## src/rtl/tdm_pkg.sv

```systemverilog
`default_nettype none
// +----------------------------------------------------------------------+
// | tdm_pkg : shared types, defaults and slot-offset helper for tdm_demux |
// | Rev 1.0                                                              |
// +----------------------------------------------------------------------+
package tdm_pkg;

  localparam int TDM_N_CH = 4;
  localparam int TDM_W    = 8;

  typedef enum logic [0:0] {
    HUNT = 1'b0,
    RECV = 1'b1
  } tdm_state_e;

  function automatic int unsigned slot_lo(input int unsigned k, input int unsigned w);
    return k * w;
  endfunction

endpackage
`default_nettype wire

```

## src/rtl/tdm_slot_shifter.sv

```systemverilog
`default_nettype none
// +----------------------------------------------------------------------+
// | tdm_slot_shifter : MSB-first slot shift register with bit counter    |
// | Rev 1.0                                                              |
// +----------------------------------------------------------------------+
module tdm_slot_shifter
  import tdm_pkg::*;
#(
  parameter int W = TDM_W
) (
  input  logic         clk,
  input  logic         rst,
  input  logic         clear,
  input  logic         start,
  input  logic         shift_en,
  input  logic         din,
  output logic [W-1:0] slot_word,
  output logic         slot_last,
  output logic         slot_idle
);

  localparam int BCW = (W > 1) ? $clog2(W) : 1;

  // Only W-1 bits are stored; the final bit of a slot is taken straight from din.
  logic [W-2:0]   shift_q, shift_d;
  logic [BCW-1:0] bit_cnt_q, bit_cnt_d;

  assign slot_word = {shift_q, din};
  assign slot_last = (bit_cnt_q == BCW'(W - 1));
  assign slot_idle = (bit_cnt_q == '0);

  always_comb begin
    shift_d   = shift_q;
    bit_cnt_d = bit_cnt_q;
    if (clear) begin
      shift_d   = '0;
      bit_cnt_d = '0;
    end else if (start) begin
      shift_d   = (W-1)'(din);
      bit_cnt_d = BCW'(1);
    end else if (shift_en) begin
      shift_d   = (W-1)'({shift_q, din});
      bit_cnt_d = slot_last ? '0 : bit_cnt_q + BCW'(1);
    end
  end

  always_ff @(posedge clk) begin
    if (rst) begin
      shift_q   <= '0;
      bit_cnt_q <= '0;
    end else begin
      shift_q   <= shift_d;
      bit_cnt_q <= bit_cnt_d;
    end
  end

endmodule
`default_nettype wire

```

## src/rtl/tdm_demux.sv

```systemverilog
`default_nettype none
// +----------------------------------------------------------------------+
// | tdm_demux : serial TDM frame demultiplexer with per-slot strobes     |
// | Rev 1.0                                                              |
// +----------------------------------------------------------------------+
module tdm_demux
  import tdm_pkg::*;
#(
  parameter int N_CH = TDM_N_CH,
  parameter int W    = TDM_W
) (
  input  logic              clk,
  input  logic              rst,
  input  logic              din_en,
  input  logic              din,
  input  logic              frame_sync,
  output logic [N_CH*W-1:0] ch_data,
  output logic [N_CH-1:0]   ch_valid,
  output logic              frame_done,
  output logic              sync_err,
  output logic              locked
);

  localparam int CCW = (N_CH > 1) ? $clog2(N_CH) : 1;

  tdm_state_e          state_q, state_d;
  logic [CCW-1:0]      ch_cnt_q, ch_cnt_d;
  logic [N_CH*W-1:0]   ch_data_q, ch_data_d;
  logic [N_CH-1:0]     ch_valid_q, ch_valid_d;
  logic                frame_done_q, frame_done_d;
  logic                sync_err_q, sync_err_d;
  logic                locked_q, locked_d;

  logic                sh_clear, sh_start, sh_shift, slot_wr;
  logic [W-1:0]        slot_word;
  logic                slot_last, slot_idle;

  tdm_slot_shifter #(
    .W (W)
  ) u_shifter (
    .clk       (clk),
    .rst       (rst),
    .clear     (sh_clear),
    .start     (sh_start),
    .shift_en  (sh_shift),
    .din       (din),
    .slot_word (slot_word),
    .slot_last (slot_last),
    .slot_idle (slot_idle)
  );

  always_comb begin
    state_d      = state_q;
    ch_cnt_d     = ch_cnt_q;
    ch_data_d    = ch_data_q;
    ch_valid_d   = '0;
    frame_done_d = 1'b0;
    sync_err_d   = 1'b0;
    sh_clear     = 1'b0;
    sh_start     = 1'b0;
    sh_shift     = 1'b0;
    slot_wr      = 1'b0;

    if (din_en) begin
      case (state_q)
        HUNT: begin
          if (frame_sync) begin
            sh_start = 1'b1;
            ch_cnt_d = '0;
            state_d  = RECV;
          end
        end
        RECV: begin
          // Idle bit counter with ch_cnt=0 in RECV only occurs right after a frame's last slot.
          if (slot_idle && (ch_cnt_q == '0)) begin
            if (frame_sync) begin
              sh_start = 1'b1;
            end else begin
              sh_clear = 1'b1;
              state_d  = HUNT;
            end
          end else if (frame_sync) begin
            sync_err_d = 1'b1;
            sh_start   = 1'b1;
            ch_cnt_d   = '0;
          end else begin
            sh_shift = 1'b1;
            if (slot_last) begin
              slot_wr = 1'b1;
              if (ch_cnt_q == CCW'(N_CH - 1)) begin
                ch_cnt_d     = '0;
                frame_done_d = 1'b1;
              end else begin
                ch_cnt_d = ch_cnt_q + CCW'(1);
              end
            end
          end
        end
        default: state_d = HUNT;
      endcase
    end

    for (int k = 0; k < N_CH; k++) begin
      if (slot_wr && (ch_cnt_q == CCW'(k))) begin
        ch_data_d[slot_lo(k, W) +: W] = slot_word;
        ch_valid_d[k]                 = 1'b1;
      end
    end

    locked_d = (state_d == RECV);
  end

  always_ff @(posedge clk) begin
    if (rst) begin
      state_q      <= HUNT;
      ch_cnt_q     <= '0;
      ch_data_q    <= '0;
      ch_valid_q   <= '0;
      frame_done_q <= 1'b0;
      sync_err_q   <= 1'b0;
      locked_q     <= 1'b0;
    end else begin
      state_q      <= state_d;
      ch_cnt_q     <= ch_cnt_d;
      ch_data_q    <= ch_data_d;
      ch_valid_q   <= ch_valid_d;
      frame_done_q <= frame_done_d;
      sync_err_q   <= sync_err_d;
      locked_q     <= locked_d;
    end
  end

  assign ch_data    = ch_data_q;
  assign ch_valid   = ch_valid_q;
  assign frame_done = frame_done_q;
  assign sync_err   = sync_err_q;
  assign locked     = locked_q;

endmodule
`default_nettype wire

```

## config.mk

```make
export PLATFORM = sky130hd
export DESIGN_NAME = tdm_demux
export DESIGN_NICKNAME = d
export VERILOG_FILES = /design/src/rtl/tdm_pkg.sv /design/src/rtl/tdm_slot_shifter.sv /design/src/rtl/tdm_demux.sv
export SDC_FILE = /design/constraint.sdc
export NUM_CORES = 1
export LEC_CHECK = 0
export ABC_AREA = 1
export CELL_PAD_IN_SITES_DETAIL_PLACEMENT = 0
export CELL_PAD_IN_SITES_GLOBAL_PLACEMENT = 1
export CORE_ASPECT_RATIO = 0.75
export CORE_MARGIN = 2
export CORE_UTILIZATION = 40
export CTS_CLUSTER_DIAMETER = 50
export DETAILED_ROUTE_END_ITERATION = 8
export PLACE_DENSITY = 0.9
export SYNTH_ARGS = -nofsm -noshare
export SYNTH_HDL_FRONTEND = slang
export SYNTH_HIERARCHICAL = 1
export SYNTH_SLANG_ARGS = --single-unit
```

## constraint.sdc

```tcl
create_clock -name clk -period 3.6 [get_ports clk]
set_input_delay 0.9 -clock clk [delete_from_list [all_inputs] [get_ports clk]]
set_output_delay 0.9 -clock clk [all_outputs]
set_load 0.005 [all_outputs]
```

== After elaboration in Yosys (flattened, before gate mapping) ==
Index checks and enable logic that the tools add are counted.

* Logic and storage cells: 70
* Bits in writable memories: 0
* Memories kept: 0
* Output and inout port bits: 39
* Bits of input ports: 5
* Latch bits: 0
* Bits in read-only memories: 0
* Flip-flop bits (word level): 51

* Magnitude comparators: 0
* Div/mod/pow operators: 0
* Shift-type cells: 0
* Muxes and demuxes: 32
* Eq/ne operators: 7
* Bitwise operators: 3
* Add/sub/neg operators: 2
* Reduce and logical (&&, ||, !) cells: 13
* Multiply operators: 0

{| class="wikitable"
|+ Operators by type and width
! operator !! number
|-
| $mux 1 || 24
|-
| $mux 2 || 5
|-
| $reduce_or 6->1 || 1
|-
| $logic_and 1x1->1 || 5
|-
| $eq 2x2->1 const B || 2
|-
| $ne 2x2->1 const B || 2
|-
| $pmux 2 s2 || 1
|-
| $reduce_and 4->1 || 1
|-
| $reduce_or 4->1 || 1
|-
| $add 3x1->3 const B || 1
|-
| $eq 3x3->1 const B || 1
|-
| $logic_not 3->1 || 1
|-
| $mux 3 || 1
|-
| $ne 3x2->1 const B || 1
|-
| $not 1->1 || 3
|-
| $reduce_or 3->1 || 1
|-
| $add 2x1->2 const B || 1
|-
| $eq 2x1->1 const B || 1
|-
| $logic_not 2->1 || 1
|-
| $pmux 1 s2 || 1
|-
| $reduce_bool 2->1 || 1
|-
| $reduce_or 2->1 || 1
|}

== Logic depth before layout (Yosys ltp) ==
Gate-level depths: netlist of the first run.

* Word-level depth: 8
* Mapped depth: 12
* Depth with buffers taken out: 12

== Modules after synthesis ==
The synthesis of the first run kept the hierarchy.

{| class="wikitable"
|+ Modules (own cells, without submodules)
! module !! cells an instance !! area an instance (um2) !! times used !! seq. area each (um2)
|-
| tdm_demux || 254 || 1816.7 || 1 || 820.8
|-
| tdm_slot_shifter || 59 || 483.0 || 1 || 200.2
|}

== Worst setup path before layout of the first run ==
Ideal clock, no wire load.

* Path kind: input to register
* Start point: input port din_en
* End point: register u_shifter.shift_q[0]
* Setup time: 118 ps
* Cell stages on the path: 6
* Buffers on the path: 1
* Data required time: 3482 ps
* Slack: 1769 ps
* Arrival: 1713 ps
* Path through: nand2_2 -> nor3_1 -> buf_6 -> nor2_2 -> o21ai_1 -> nor2_1

* Cells in the longest elaborated chain, start to end: 2
* Elaborated cells between the ends (all ways): 6
* Those cells by class: mux: 4; reduce/logical: 2

{| class="wikitable"
|+ Ends and longest elaborated chain
! element !! RTL line !! RTL
|-
| start: declaration || tdm_demux.sv:14 || <nowiki>input logic din_en,</nowiki>
|-
| $mux 1 || tdm_demux.sv:64 || <nowiki>if (din_en) begin</nowiki>
|-
| net sh_shift || tdm_demux.sv:34 || <nowiki>logic sh_clear, sh_start, sh_shift, slot_wr;</nowiki>
|-
| $reduce_bool 2->1 (no line) || n/a ||
|-
| end signal: assignment || tdm_slot_shifter.sv:52 || <nowiki>shift_q <= shift_d;</nowiki>
|-
| end: declaration || tdm_slot_shifter.sv:25 || <nowiki>logic [W-2:0] shift_q, shift_d;</nowiki>
|}

The timed path passes the listed nets, and every way through them passes these cells.
A chain may end at the register's enable or synchronous reset.

==> metrics.csv, run 1 <==
stage,metric,value,unit
logic_synthesis,ys_ff_latch,51,
routing,ant_nets,0,
timing,maxSlewHeadroom,0.6726,
floorplan,die_y,69.67,um
clock_tree,root_buffer,clkbuf_8,
final_layout,design_area,0.002840,mm2
clock_tree,clkSinkCount,51,
final_layout,syn2layout_area_growth,23.50,%
final_layout,layout_common_cells,"nand2_1, nor2_1, dfxtp_1",
setup_path,start_kind,primary input,
logic_synthesis,synthTopCellsByArea,"dfxtp_1, nand2_1, nor2_1, inv_1, ha_1",
floorplan,die_w,91.56,um
grt,grt_pass1_wl,8597,um
routing,drt_iter0_drc,92,
pwr,ir_worst_vdd,0.1464,mV
logic_synthesis,syn_inst,313,
final_layout,drive_above_1_share,0.08757,
logic_synthesis,syn_nets,325,
setup_path,cp.arrival,2470,ps
clock_tree,clk-insertion-delay-late,300,ps
setup_path,worstPathCellList,clkdlybuf4s50_1 -> inv_1 -> buf_4 -> nand2_1 -> nor2_1,
timing,finalSetupTns,0,ps
final_layout,nets,366,
grt,grt_antenna_before_repair,0,
floorplan,initial_utilization,0.4228,
logic_synthesis,synth_area_per_cell,7.347,um2
floorplan,num_rows,23,
clock_tree,ctsHoldBuffers,0,
clock_tree,tritoncts,yes,
timing,rsz0062_at_grt,false,
placement,port_buffers,43,
grt,grt_pass1_vias,1748,
placement,finalWeightedCongestion,0.7312,
floorplan,die_area,0.006378,mm2
clock_tree,cts_resized,0,
setup_path,path_buf_inv,3,
clock_tree,clockBufferDepth,2,
timing,setup_viol_count_final,0,
final_layout,antenna_cells,0,
logic_synthesis,netlist-cell-type-count,25,
job,max-cap-violations,0,
final_layout,final_common_cell,nand2_1,
timing,tightestPinTransition,491.1,ps
timing,min_period_over_period,0.6182,
pwr,leakagePower,0.001414,uW
setup_path,critPathRequiredTime,3850,ps
floorplan,io_pins,44,
routing,num_vias,1871,
hold_path,min_path_type,flip-flop to flip-flop,
setup_path,critical-path-top-delay-family,buffers and inverters,
grt,grt_use_total,0.1681,
outcome,status,completed,
logic_synthesis,yosysWarnings,6,
routing,wire_per_inst,11.32,um
setup_path,critPathCaptureType,flip-flop,
timing,finalHoldViolations,0,
logic_synthesis,syn_area,0.002300,mm2
routing,vias_per_cell,4.361,
placement,place_area,0.002738,mm2
setup_path,cp_num_cells,5,
grt,grt_max_degree,22,
final_layout,nFillCells,522,
timing,slew_viol_final,0,
placement,dpl.hpwl,3394,um
logic_synthesis,synthAdderAreaFrac,0.03808,
clock_tree,htreeDepth,2,
grt,grt_overflow,0,
setup_path,cpPeakStageDelay,630,ps
clock_tree,cts.clk_slew.worst_paths,90,ps
timing,period_needed,2226,ps
setup_path,criticalPathCategory,primary input to flip-flop,
logic_synthesis,ys_seq_area_frac,0.4440,
floorplan,coreArea,0.005439,mm2
pwr,powerDensity,354.3,mW/mm2
logic_synthesis,synth_top_area_cell,dfxtp_1,
setup_path,rr_worst_depth,11,
hold_path,hold_depth,2,
setup_path,critPathMaxFanout,21,
clock_tree,postCtsSetupRepairBufs,0,
timing,skew,10.09,ps
routing,drc_errors,0,
routing,dr.pass1.iters,4,
timing,max_freq,0.4493,GHz
clock_tree,cts_made_buffers,5,
routing,totalWireLength,4858,um
setup_path,crit_slowest_cell,clkdlybuf4s50_1,
logic_synthesis,synth_mux_area_frac,0,
logic_synthesis,synth-compound-area-share,0.03917,
logic_synthesis,synth.top_cell.area_share,0.4440,
logic_synthesis,synth-xor-area-share,0,
logic_synthesis,synth_top_family_by_area,simple AND/OR/NAND/NOR gates,
logic_synthesis,synth-simple-area-share,0.3580,
## flip-flops by register name, indices dropped and copies added (netlist names)
name / cells
u_shifter/shift_q: 7
sync_err: 1
frame_done: 1
ch_cnt_q: 2
ch_valid: 4
u_shifter/bit_cnt_q: 3
ch_data: 32
locked: 1
## synth_stat cells, drive strengths merged
cell type	number
a21oi	10
buf	8
clkbuf	3
dfxtp	51
ha	7
inv	47
nand2	93
nand3	2
nand4	5
nor2	80
nor3	4
nor4	1
o21ai	2
## metrics by stage
step           utilization  hold slack, ps  std cells  total power, uW  worst slack, ps
2_1_floorplan            -           466.7        313            621.3             1769
3_3_place_gp        0.5033           492.4        422            634.5             1080
3_5_place_dp        0.5033           496.7        422            635.2             1019
4_1_cts             0.5222           508.3        429             1013             1335
5_1_grt             0.5222           522.6        429             1047             1175
6_report            0.5222           511.3        429             1006             1375
## worst register-to-register path, stage by stage (launching register included)
cell and delay (ps):
dfxtp_1 400, inv_1 100, ha_1 260, nand2_2 240
inv_1 120, nor3_1 150, buf_4 220, inv_2 110
nand2_1 70, nand2_1 40, nor2_1 110, nor2_1 50
## routing by layer
layer | share of wire | vias to the layer above | track usage | wire (um)
li1 | - | 1003 | - | -
met1 | 0.53 | 810 | 0.2463 | 2553
met2 | 0.41 | 51 | 0.2394 | 2005
met3 | 0.050 | 7 | 0.04783 | 241
met4 | 0.012 | 0 | 0.04545 | 57
met5 | 0 | - | 0 | 0
## area by class of cell
class | instances | area, um2 | share of cell area
inverters | 47 | 176.4 | 0.06211
clock inverters | 1 | 30.03 | 0.01057
flip-flops and latches | 51 | 1021 | 0.3595
well taps | 75 | 93.84 | 0.03304
clock buffers | 6 | 72.57 | 0.02555
multi-input cells | 204 | 1001 | 0.3524
repair buffers | 45 | 445.4 | 0.1568
## cell families (layout without fill, tap and decap cells)
family | count (synthesis) | in the layout
buffers and inverters | 58 | 99
AOI/OAI and AO/OA | 12 | 12
DFF | 51 | 51
and+or+nand+nor | 185 | 185
adders and majority gates | 7 | 7
## power by group
group / internal, uW / leakage (uW) / switching [uW]
sequential: 567 / 0.000411 / 4.58
clock: 204 / 0.0000513 / 180
combinational: 14.9 / 0.000951 / 35.7
total: 786 / 0.00141 / 220
## path summary, 6_finish.rpt
path	startpoint	to	slack, ps
max	rst	ch_data[26]	1370
min	u_shifter/bit_cnt_q[2]	u_shifter/bit_cnt_q[2]	510
max reg2reg	ch_cnt_q[0]	u_shifter/bit_cnt_q[0]	1630
min reg2reg	u_shifter/bit_cnt_q[2]	u_shifter/bit_cnt_q[2]	510
(Power assumes the default switching activity.)
==> run 2: changes to the inputs <==
Settings changed: CORE_UTILIZATION 40 to 37, PLACE_DENSITY 0.9 to 0.84.
Clock period 3.6 ns to 2.05 ns, I/O delays scaled along.
==> run 2 against run 1 <==
Effect of this change: sequential share of layout area fell by 0.74 points; wire length rose by 0.84%; non-clock buffer count rose by 3; clock skew fell by 3.4 ps; critical path depth fell by 4; cell area rose by 2.1%; power rose by 93%; combinational power rose by 88%; first-iteration DRC count rose by 17%; critical path type is now flip-flop to primary output.
==> metrics.csv, run 2 (same netlist as run 1, synthesis figures left out) <==
stage,metric,value,unit,change
outcome,status,completed,,
timing,period_needed,1798,ps,
placement,port_buffers,43,,unchanged
clock_tree,clockBufferDepth,2,,unchanged
clock_tree,clkSinkCount,51,,unchanged
routing,drc_errors,0,,unchanged
clock_tree,cts.clk_slew.worst_paths,90,ps,about the same
setup_path,critical-path-top-delay-family,buffers and inverters,,
setup_path,cpPeakStageDelay,540,ps,-90 ps
routing,drt_iter0_drc,108,,+17%
hold_path,min_path_type,flip-flop to flip-flop,,
routing,vias_per_cell,4.342,,-0.45%
final_layout,antenna_cells,0,,unchanged
timing,maxSlewHeadroom,0.6784,,+0.005870
placement,place_inst,428,,+1.4%
clock_tree,cts_resized,0,,unchanged
clock_tree,cts_made_buffers,5,,unchanged
setup_path,cp_num_cells,1,,-4
grt,grt_overflow,0,,unchanged
clock_tree,ctsHoldBuffers,0,,unchanged
routing,ant_nets,0,,unchanged
job,max-cap-violations,0,,unchanged
timing,whs,508.5,ps,-2.742 ps
placement,finalWeightedCongestion,0.7816,,+6.9%
floorplan,die_area,0.006869,mm2,+7.7%
clock_tree,postCtsSetupRepairBufs,0,,unchanged
clock_tree,tritoncts,yes,,
final_layout,final_common_cell,nand2_1,,
clock_tree,htreeDepth,2,,unchanged
placement,pre_cts_slack,46.72,ps,-972.2 ps
final_layout,nets,369,,+0.82%
grt,grt_antenna_before_repair,0,,unchanged
final_layout,finalNonFillerCells,436,,+1.6%
grt,grt_pass1_vias,1727,,-1.2%
timing,slew_viol_final,0,,unchanged
timing,setup_viol_count_final,0,,unchanged
setup_path,cp.arrival,1290,ps,-1180 ps
floorplan,io_pins,44,,unchanged
setup_path,rr_worst_depth,11,,unchanged
grt,grt_max_degree,34,,+55%
timing,rsz0062_at_grt,false,,
timing,tightestPinTransition,482.3,ps,-8.805 ps
clock_tree,clk-insertion-delay-late,310,ps,about the same
floorplan,num_rows,24,,+4.3%
setup_path,critPathCaptureType,primary output,,
grt,grt_pass1_wl,8328,um,-3.1%
hold_path,hold_depth,2,,unchanged
floorplan,die_w,95.04,um,+3.8%
routing,totalWireLength,4899,um,+0.84%
setup_path,worstPathCellList,clkdlybuf4s50_1,,
pwr,leakagePower,0.001441,uW,+2.0%
grt,grt_use_total,0.1592,,-0.008927
floorplan,initial_utilization,0.3887,,-0.03407
final_layout,syn2layout_area_growth,26.12,%,
setup_path,crit_slowest_cell,clkdlybuf4s50_1,,
timing,setup_slack,252.4,ps,-1122 ps
timing,finalHoldViolations,0,,unchanged
setup_path,path_buf_inv,1,,-2
setup_path,critPathRequiredTime,1540,ps,-2310 ps
timing,finalSetupTns,0,ps,unchanged
pwr,ir_worst_vdd,0.2736,mV,+87%
routing,dr.pass1.iters,4,,unchanged
final_layout,nFillCells,620,,+19%
pwr,powerDensity,670.9,mW/mm2,+89%
placement,dpl.hpwl,3423,um,+0.88%
setup_path,start_kind,flip-flop,,
final_layout,layout_common_cells,"nand2_1, nor2_1, dfxtp_1",,
timing,min_period_over_period,0.8769,,
timing,max_freq,0.5563,GHz,
routing,wire_per_inst,11.24,um,-0.78%
floorplan,coreArea,0.005916,mm2,+8.8%
routing,num_vias,1893,,+1.2%
final_layout,drive_above_1_share,0.1006,,+0.01299
setup_path,criticalPathCategory,flip-flop to primary output,,
clock_tree,root_buffer,clkbuf_8,,
timing,skew,6.684,ps,-3.405 ps
final_layout,largest_reg_flops,32,,unchanged
floorplan,die_y,72.28,um,+3.7%
setup_path,critPathMaxFanout,6,,-71%
run 2: worst paths after layout:
check | start | slack, ps | endpoint
worst min-delay path | u_shifter/bit_cnt_q[2] | 510 | u_shifter/bit_cnt_q[2]
worst min register to register | u_shifter/bit_cnt_q[2] | 510 | u_shifter/bit_cnt_q[2]
worst max register to register | ch_cnt_q[0] | 300 | u_shifter/bit_cnt_q[0]
worst max-delay path | locked | 250 | locked
run 2: per-layer routing:
layer / up-vias / share of wire / global-route usage
met3: 7 / 0.039 / 0.03323
met4: 0 / 0.012 / 0.05797
met2: 36 / 0.43 / 0.2356
met1: 836 / 0.52 / 0.2293
met5: - / 0 / 0
li1: 1014 / - / -
run 2: area by class of cell:
class	count	area, um2	share of cell area
flip-flops and latches	51	1021	0.3520
inverters	47	176.4	0.06083
multi-input cells	204	1001	0.3451
repair buffers	48	467.9	0.1613
clock inverters	3	67.56	0.02330
clock buffers	5	68.82	0.02373
well taps	78	97.59	0.03365
run 2: per-stage QoR:
step | util | cell area (um2) | total power (uW)
global route | 0.4903 | 2900 | 2012
floorplan | - | 2300 | 1091
CTS | 0.4903 | 2900 | 1962
global placement | 0.4672 | 2764 | 1122
finish | 0.4903 | 2900 | 1946
detailed placement | 0.4672 | 2764 | 1124
run 2: power by group:
group | internal (uW) | switching [uW]
combinational | 31.7 | 63.3
clock | 487 | 359
sequential | 996 | 8.72
total | 1510 | 431
